[src/rtl/hazard_ctrl.sv]
// Pipeline hazard controller: load-use stall, branch flush, interrupt entry
// with EPC capture, ERET re-enable, and EX operand forwarding select.
module hazard_ctrl (
  input  logic        CLK,
  input  logic        Reset_n,
  input  logic [4:0]  ID_rs,
  input  logic [4:0]  ID_rt,
  input  logic        ID_UsesRt,
  input  logic        ID_BranchTaken,
  input  logic        ID_Eret,
  input  logic [31:0] ID_PCplus4,
  input  logic [4:0]  EX_rs,
  input  logic [4:0]  EX_rt,
  input  logic        EX_MemRd,
  input  logic [4:0]  EX_rdes,
  input  logic        MEM_RegWr,
  input  logic [4:0]  MEM_rdes,
  input  logic        WB_RegWr,
  input  logic [4:0]  WB_rdes,
  input  logic        IRQ,
  output logic        PC_Hold,
  output logic        IFID_Hold,
  output logic        IF_Flush,
  output logic        ID_Flush,
  output logic        IF_Protect,
  output logic        PCSrc_Irq,
  output logic        IRQ_Ack,
  output logic [1:0]  ForwardA,
  output logic [1:0]  ForwardB,
  output logic [31:0] EPC
);

  typedef enum logic [1:0] {RUN, LDSTALL, IRQENTRY} state_t;

  state_t state;
  logic   int_en;
  logic   irq_meta;
  logic   irq_s;
  logic   lu;
  logic   accept;

  function automatic logic [1:0] fwd_sel(input logic [4:0] src,
                                         input logic       mem_wr,
                                         input logic [4:0] mem_rd,
                                         input logic       wb_wr,
                                         input logic [4:0] wb_rd);
    if (mem_wr && mem_rd != 5'd0 && mem_rd == src)
      return 2'b10;
    else if (wb_wr && wb_rd != 5'd0 && wb_rd == src)
      return 2'b01;
    else
      return 2'b00;
  endfunction

  always_comb begin
    lu = EX_MemRd && (EX_rdes != 5'd0) &&
         ((EX_rdes == ID_rs) || (ID_UsesRt && (EX_rdes == ID_rt)));
    accept = (state == RUN) && irq_s && int_en && !lu && !ID_BranchTaken &&
             !ID_Eret && (ID_PCplus4 != 32'd0);
  end

  // NOTE: every output gets a default before the case so no latch is inferred;
  // the whole set is also gated by Reset_n so it reads zero while reset is held.
  always_comb begin
    PC_Hold    = 1'b0;
    IFID_Hold  = 1'b0;
    IF_Flush   = 1'b0;
    ID_Flush   = 1'b0;
    IF_Protect = 1'b0;
    PCSrc_Irq  = 1'b0;
    IRQ_Ack    = 1'b0;
    ForwardA   = 2'b00;
    ForwardB   = 2'b00;
    if (Reset_n) begin
      ForwardA = fwd_sel(EX_rs, MEM_RegWr, MEM_rdes, WB_RegWr, WB_rdes);
      ForwardB = fwd_sel(EX_rt, MEM_RegWr, MEM_rdes, WB_RegWr, WB_rdes);
      case (state)
        RUN: begin
          if (lu) begin
            PC_Hold   = 1'b1;
            IFID_Hold = 1'b1;
            ID_Flush  = 1'b1;
          end else if (accept) begin
            IF_Flush  = 1'b1;
            ID_Flush  = 1'b1;
            PCSrc_Irq = 1'b1;
            IRQ_Ack   = 1'b1;
          end else begin
            IF_Flush  = ID_BranchTaken;
          end
        end
        LDSTALL:  IF_Flush   = ID_BranchTaken && !lu;
        IRQENTRY: IF_Protect = 1'b1;
        default: ;
      endcase
    end
  end

  // NOTE: sequential state uses non-blocking assignments so every flop samples
  // pre-edge values, which is what makes the two-flop synchronizer a real chain.
  always_ff @(posedge CLK or negedge Reset_n) begin
    if (!Reset_n) begin
      irq_meta <= 1'b0;
      irq_s    <= 1'b0;
    end else begin
      irq_meta <= IRQ;
      irq_s    <= irq_meta;
    end
  end

  always_ff @(posedge CLK or negedge Reset_n) begin
    if (!Reset_n) begin
      state  <= RUN;
      int_en <= 1'b1;
      EPC    <= 32'd0;
    end else begin
      case (state)
        RUN: begin
          if (lu) begin
            state <= LDSTALL;
          end else if (accept) begin
            state  <= IRQENTRY;
            int_en <= 1'b0;
            EPC    <= ID_PCplus4 - 32'd4;
          end else if (ID_Eret) begin
            int_en <= 1'b1;
          end
        end
        default: state <= RUN;
      endcase
    end
  end

endmodule
[config.mk]
export PLATFORM = sky130hd
export DESIGN_NAME = hazard_ctrl
export DESIGN_NICKNAME = d
export VERILOG_FILES = /design/src/rtl/hazard_ctrl.sv
export SDC_FILE = /design/constraint.sdc
export NUM_CORES = 1
export LEC_CHECK = 0
export BUFFER_PORTS_ARGS = -buffer_cell sky130_fd_sc_hd__buf_4
export CAP_MARGIN = 20
export CORE_MARGIN = 2
export CORE_UTILIZATION = 50
export DETAILED_ROUTE_END_ITERATION = 7
export PLACE_DENSITY = 0.94
export SETUP_SLACK_MARGIN = 0.5
export SKIP_LAST_GASP = 1
export SLEW_MARGIN = 20
export SYNTH_ARGS = -nofsm -noshare
export SYNTH_HDL_FRONTEND = slang
export SYNTH_SLANG_ARGS = --single-unit
[constraint.sdc]
create_clock -name CLK -period 6.22 [get_ports CLK]
set_clock_uncertainty 0.1 [all_clocks]
set_input_delay 1.555 -clock CLK [delete_from_list [all_inputs] [get_ports CLK]]
set_output_delay 1.555 -clock CLK [all_outputs]
set_load 0.005 [all_outputs]
---- Word-level counts from Yosys, hierarchy flattened ----
Cells that the tools add are included.
cells by class
  add/sub/neg operators ................... 1
  eq/ne operators ......................... 9
  mux-type cells .......................... 27
  bitwise gates (word level) .............. 1
  reduce and logical (&&, ||, !) cells .... 28
operators by type and width
  cell                                                                   count
  32-bit nonzero test                                                    1
  32-bit by 3-bit subtractor with 32-bit output, second input constant   1
  5-bit equality test                                                    6
  1-bit 2-to-1 mux                                                       19
  1-bit logical AND                                                      16
  5-bit nonzero test                                                     3
  2-bit 2-to-1 mux                                                       7
  3-bit AND reduction                                                    2
  1-bit zero test                                                        3
  3-bit inequality test, second input constant                           1
  2-bit by 1-bit equality test with 1-bit output, second input constant  1
  2-bit equality test, second input constant                             1
  2-bit zero test                                                        1
  1-bit case mux with 2 select lines                                     1
  2-bit nonzero test                                                     1
  1-bit logical OR                                                       1
  1-bit inverter                                                         1
word-level totals
  register bits ........................... 37
  bits of input ports ..................... 76
  output and inout bits ................... 43
  logic and storage cells ................. 71

---- Logic depth before layout (Yosys ltp) ----
  word-level depth ........................ 13
  depth in mapped cells ................... 9
  mapped depth without buffers ............ 7

---- Least setup slack after synthesis ----
Ideal clock, no wire load.
  path kind ............................... input port to output port
  from .................................... in EX_rdes[1]
  to ...................................... out PCSrc_Irq
  arrival ................................. 3.171 ns
  required time ........................... 4.565 ns
  setup slack ............................. 1.394 ns
  stages on the path ...................... 6
  path buffers ............................ 2
  cells stage by stage .................... or4_1 -> o21a_1 -> a211oi_4 -> buf_6 -> and3_1 -> buf_4
between the ends
  word-level cells in the longest chain between the ends .. 13
  elaborated cells on any way between the ends .. 16
  classes of those cells .................. eq/ne: 2; mux: 4; reduce/logical: 10
RTL lines
  what                              RTL line  text
  start, declared                   15        input logic [4:0] EX_rdes,
  5-bit equality test               57        ((EX_rdes == ID_rs) || (ID_UsesRt && (EX_rdes == ID_rt)));
  1-bit logical AND                 57
  1-bit logical OR                  57
  1-bit logical AND *               56        lu = EX_MemRd && (EX_rdes != 5'd0) &&
  1-bit zero test                   58        accept = (state == RUN) && irq_s && int_en && !lu && !ID_BranchTaken &&
  1-bit logical AND (3 in series)   58
  1-bit logical AND                 59        !ID_Eret && (ID_PCplus4 != 32'd0);
  1-bit 2-to-1 mux                  --
  1-bit 2-to-1 mux * (3 in series)  --
  end, declared                     26        output logic PCSrc_Irq,
Mark *: on every way between the ends. The rest lies on a longest branch, timed or not.

---- Worst setup path after layout ----
  from .................................... in ID_PCplus4[15]
  to ...................................... out IRQ_Ack
between the ends
  word-level cells in the longest chain between the ends .. 6
RTL lines
  what                 RTL line  text
  start, declared      11        input logic [31:0] ID_PCplus4,
  32-bit nonzero test  59
  1-bit logical AND    59
  1-bit 2-to-1 mux     83        end else if (accept) begin
  1-bit 2-to-1 mux     79        if (lu) begin
  1-bit 2-to-1 mux     77        case (state)
  1-bit 2-to-1 mux     74        if (Reset_n) begin
  end, declared        27        output logic IRQ_Ack,
No other way between the ends.

==> impl_metrics.py <==
metrics = {
    "critical_path": {
        "startpoint_type": "input port",
        "critical_path_class": "in2out",
        "r2r_slack_ps": 3860,
        "cp.required_ps": 4570,
        "r2r.worst_path.cells": 6,
        "worstPathArrival_ps": 3370,
        "reg2reg_from": "int_en$_DFFE_PN1P_",
        "cp_max_fo": 11,
        "end_kind": "output pin",
        "cp-startpoint": "ID_PCplus4[15]",
    },
    "pwr": {
        "p_clk_frac": 0.268,
        "intPower_uw": 588,
        "p_leak_nw": 1.59,
        "pwr-share-seq": 0.415,
        "cellPowerDensity_nw_per_um2": 228,
        "swShare": 0.266,
        "power_switching_uw": 213,
        "ir_drop_v": 0.000149,
        "finalPower_uw": 801,
        "p_comb_frac": 0.318,
    },
    "logic_synthesis": {
        "yosysUniqueCellTypes": 37,
        "yosysSeqAreaShare": 0.378,
        "synth_top_flop_cell": "dfrtp_1",
        "avgSynthCellArea_um2": 10.3,
        "syn_inst": 237,
        "yosys-top-cells-count": "36 x dfrtp_1, 35 x xor2_1, 25 x mux2_1",
        "synth_area_um2": 2450,
        "async_flop_share": 1.00,
        "synth_top_area_frac": 0.368,
        "ys_warn_count": 0,
        "synth_edf_count": 0,
        "yosysMostFrequentCell": "dfrtp_1",
        "synth_nets": 315,
        "yosys-top-cells-area": "dfrtp_1 37%, xor2_1 13%, mux2_1 11%",
        "synth-seq-cells": 37,
        "yosysTopAreaCell": "dfrtp_1",
    },
    "cts": {
        "cts_tree": "built",
        "cts_sinks": 37,
        "clk_pin_slew_ps": 70,
        "clkLatencyLatePin_ps": 290,
        "cts_buffer_depth": 2,
        "cts_buffers": 5,
        "cts_resized": 0,
        "h-tree-depth": 2,
        "clock-root-buffer": "clkbuf_8",
        "postCtsHoldBufs": 0,
        "postCtsSetupRepairBufs": 0,
    },
    "timing": {
        "relSlewSlack": 0.656,
        "min_period_over_period": 0.808,
        "setup_slack_ps": 1200,
        "hold_violations": 0,
        "timing.fmax_ghz": 0.199,
        "report.final.slew_viol_count": 0,
        "rsz0062_at_grt": "no",
        "setup_viol": 0,
        "tightest_slew_ps": 516,
        "finalCriticalPeriod_ps": 5020,
        "fin_tns_setup_ps": 0,
        "timing.hold.ws_ps": 257,
    },
    "layout": {
        "seq_area_um2": 927,
        "final_area_um2": 3510,
        "drive_gt1_frac": 0.381,
        "nets": 437,
        "antenna_cells": 0,
        "stdcell_count": 427,
        "syn_to_final_growth_pct": 43.1,
        "final_util": 0.742,
        "multiInputGateArea_um2": 1450,
        "num-fill-cells": 343,
    },
    "floorplanning": {
        "die-width_um": 74.0,
        "io_pins": 119,
        "die_y_um": 74.0,
        "fp.coreArea_um2": 4720,
        "rows": 25,
        "dieArea_um2": 5480,
        "floorplan.initialDensity": 0.519,
    },
    "worst_hold_path": {
        "min_path_type": "reg2reg",
        "hold_depth": 0,
        "holdCritStartpoint": "irq_meta$_DFF_PN0_",
    },
    "place": {
        "dp_hpwl_um": 5170,
        "placed_cells": 419,
        "place_ws_ps": 1200,
        "dpl-instance-area_um2": 3390,
        "place.gp.congestion": 0.837,
        "io_buffers": 118,
    },
    "detailed_routing": {
        "firstDrtPassIters": 4,
        "via_per_inst": 5.24,
        "drt_iter0_markers": 109,
        "wire_per_inst_um": 14.9,
        "postRouteAntennaNets": 0,
        "wl_um": 6380,
        "num_vias": 2239,
        "drc_errors": 0,
    },
    "global_route": {
        "grt_max_degree": 44,
        "grt-ovfl-total": 0,
        "grt_pass1_wl_um": 10100,
        "antenna_found_initial": 0,
        "grt_usage": 0.239,
        "grt_pass1_vias": 2320,
    },
    "job": {
        "max-cap-violations": 0,
    },
    "run_status": {
        "status": "finished clean",
    },
}
power by group through the flow:
| stage | sequential, mW | clock, mW | combinational [mW] |
|---|---|---|---|
| finish | 0.332 | 0.214 | 0.254 |
| floorplan | 0.337 | 0 | 0.0831 |
| global placement | 0.334 | 0 | 0.247 |
| detailed placement | 0.336 | 0 | 0.257 |
| global route | 0.339 | 0.228 | 0.279 |
| CTS | 0.333 | 0.219 | 0.258 |
cells by family after synthesis:
family	after synthesis	synth area share
and+or+nand+nor	89	0.203
xor gates and xnor gates	57	0.204
DFF	37	0.378
muxes	32	0.146
buffers and inverters	12	0.0306
AOI/OAI and AO/OA	8	0.0276
adders and majority gates	2	0.0102
per-layer routing:
layer,share of wire,global-route usage,vias up
met2,0.53,0.434,85
met5,0,0,-
met4,0.015,0.0949,0
li1,-,-,1087
met1,0.39,0.266,1056
met3,0.072,0.0650,11
worst paths after layout:
path / to
min: irq_s$_DFF_PN0_
max: IRQ_Ack
max in group asynchronous: int_en$_DFFE_PN1P_
min in group asynchronous: EPC[31]$_DFFE_PN0P_
min reg2reg: irq_s$_DFF_PN0_
max reg2reg: EPC[4]$_DFFE_PN0P_
registers in the layout, indices dropped and copies added (netlist names):
register  cells
irq_s         1
int_en        1
EPC          32
state         2
irq_meta      1
layout by cell type (no fill, tap or decap), types with 2 or more instances in the layout:
cell        n
nor4b_1     3
nor4_1     18
nor3_1     11
ha_1        2
xor2_1     35
mux2_1     25
and2_1      3
dfrtp_1    36
nand2_1    17
nand3_1     4
mux2_2      5
clkbuf_8    6
buf_4     121
nor2_1     11
or3_1       5
or4_1       7
xnor2_1    22
inv_1       6
nand4_1     3
mux2i_1     2
final cells by class:
class / instances / area share
Clock inverter: 1 / 0.00857
Clock buffer: 7 / 0.0246
Timing Repair Buffer: 121 / 0.259
Sequential cell: 37 / 0.264
Inverter: 6 / 0.00642
Tap cell: 67 / 0.0239
Multi-Input combinational cell: 188 / 0.413
critical path: stages:
cell and delay, ps:
buf_4 130, nor4_1 450, nand2_1 370, nor4_2 440, a211oi_4 70, and3_1 210
buf_4 130
(Power assumes the default switching activity.)
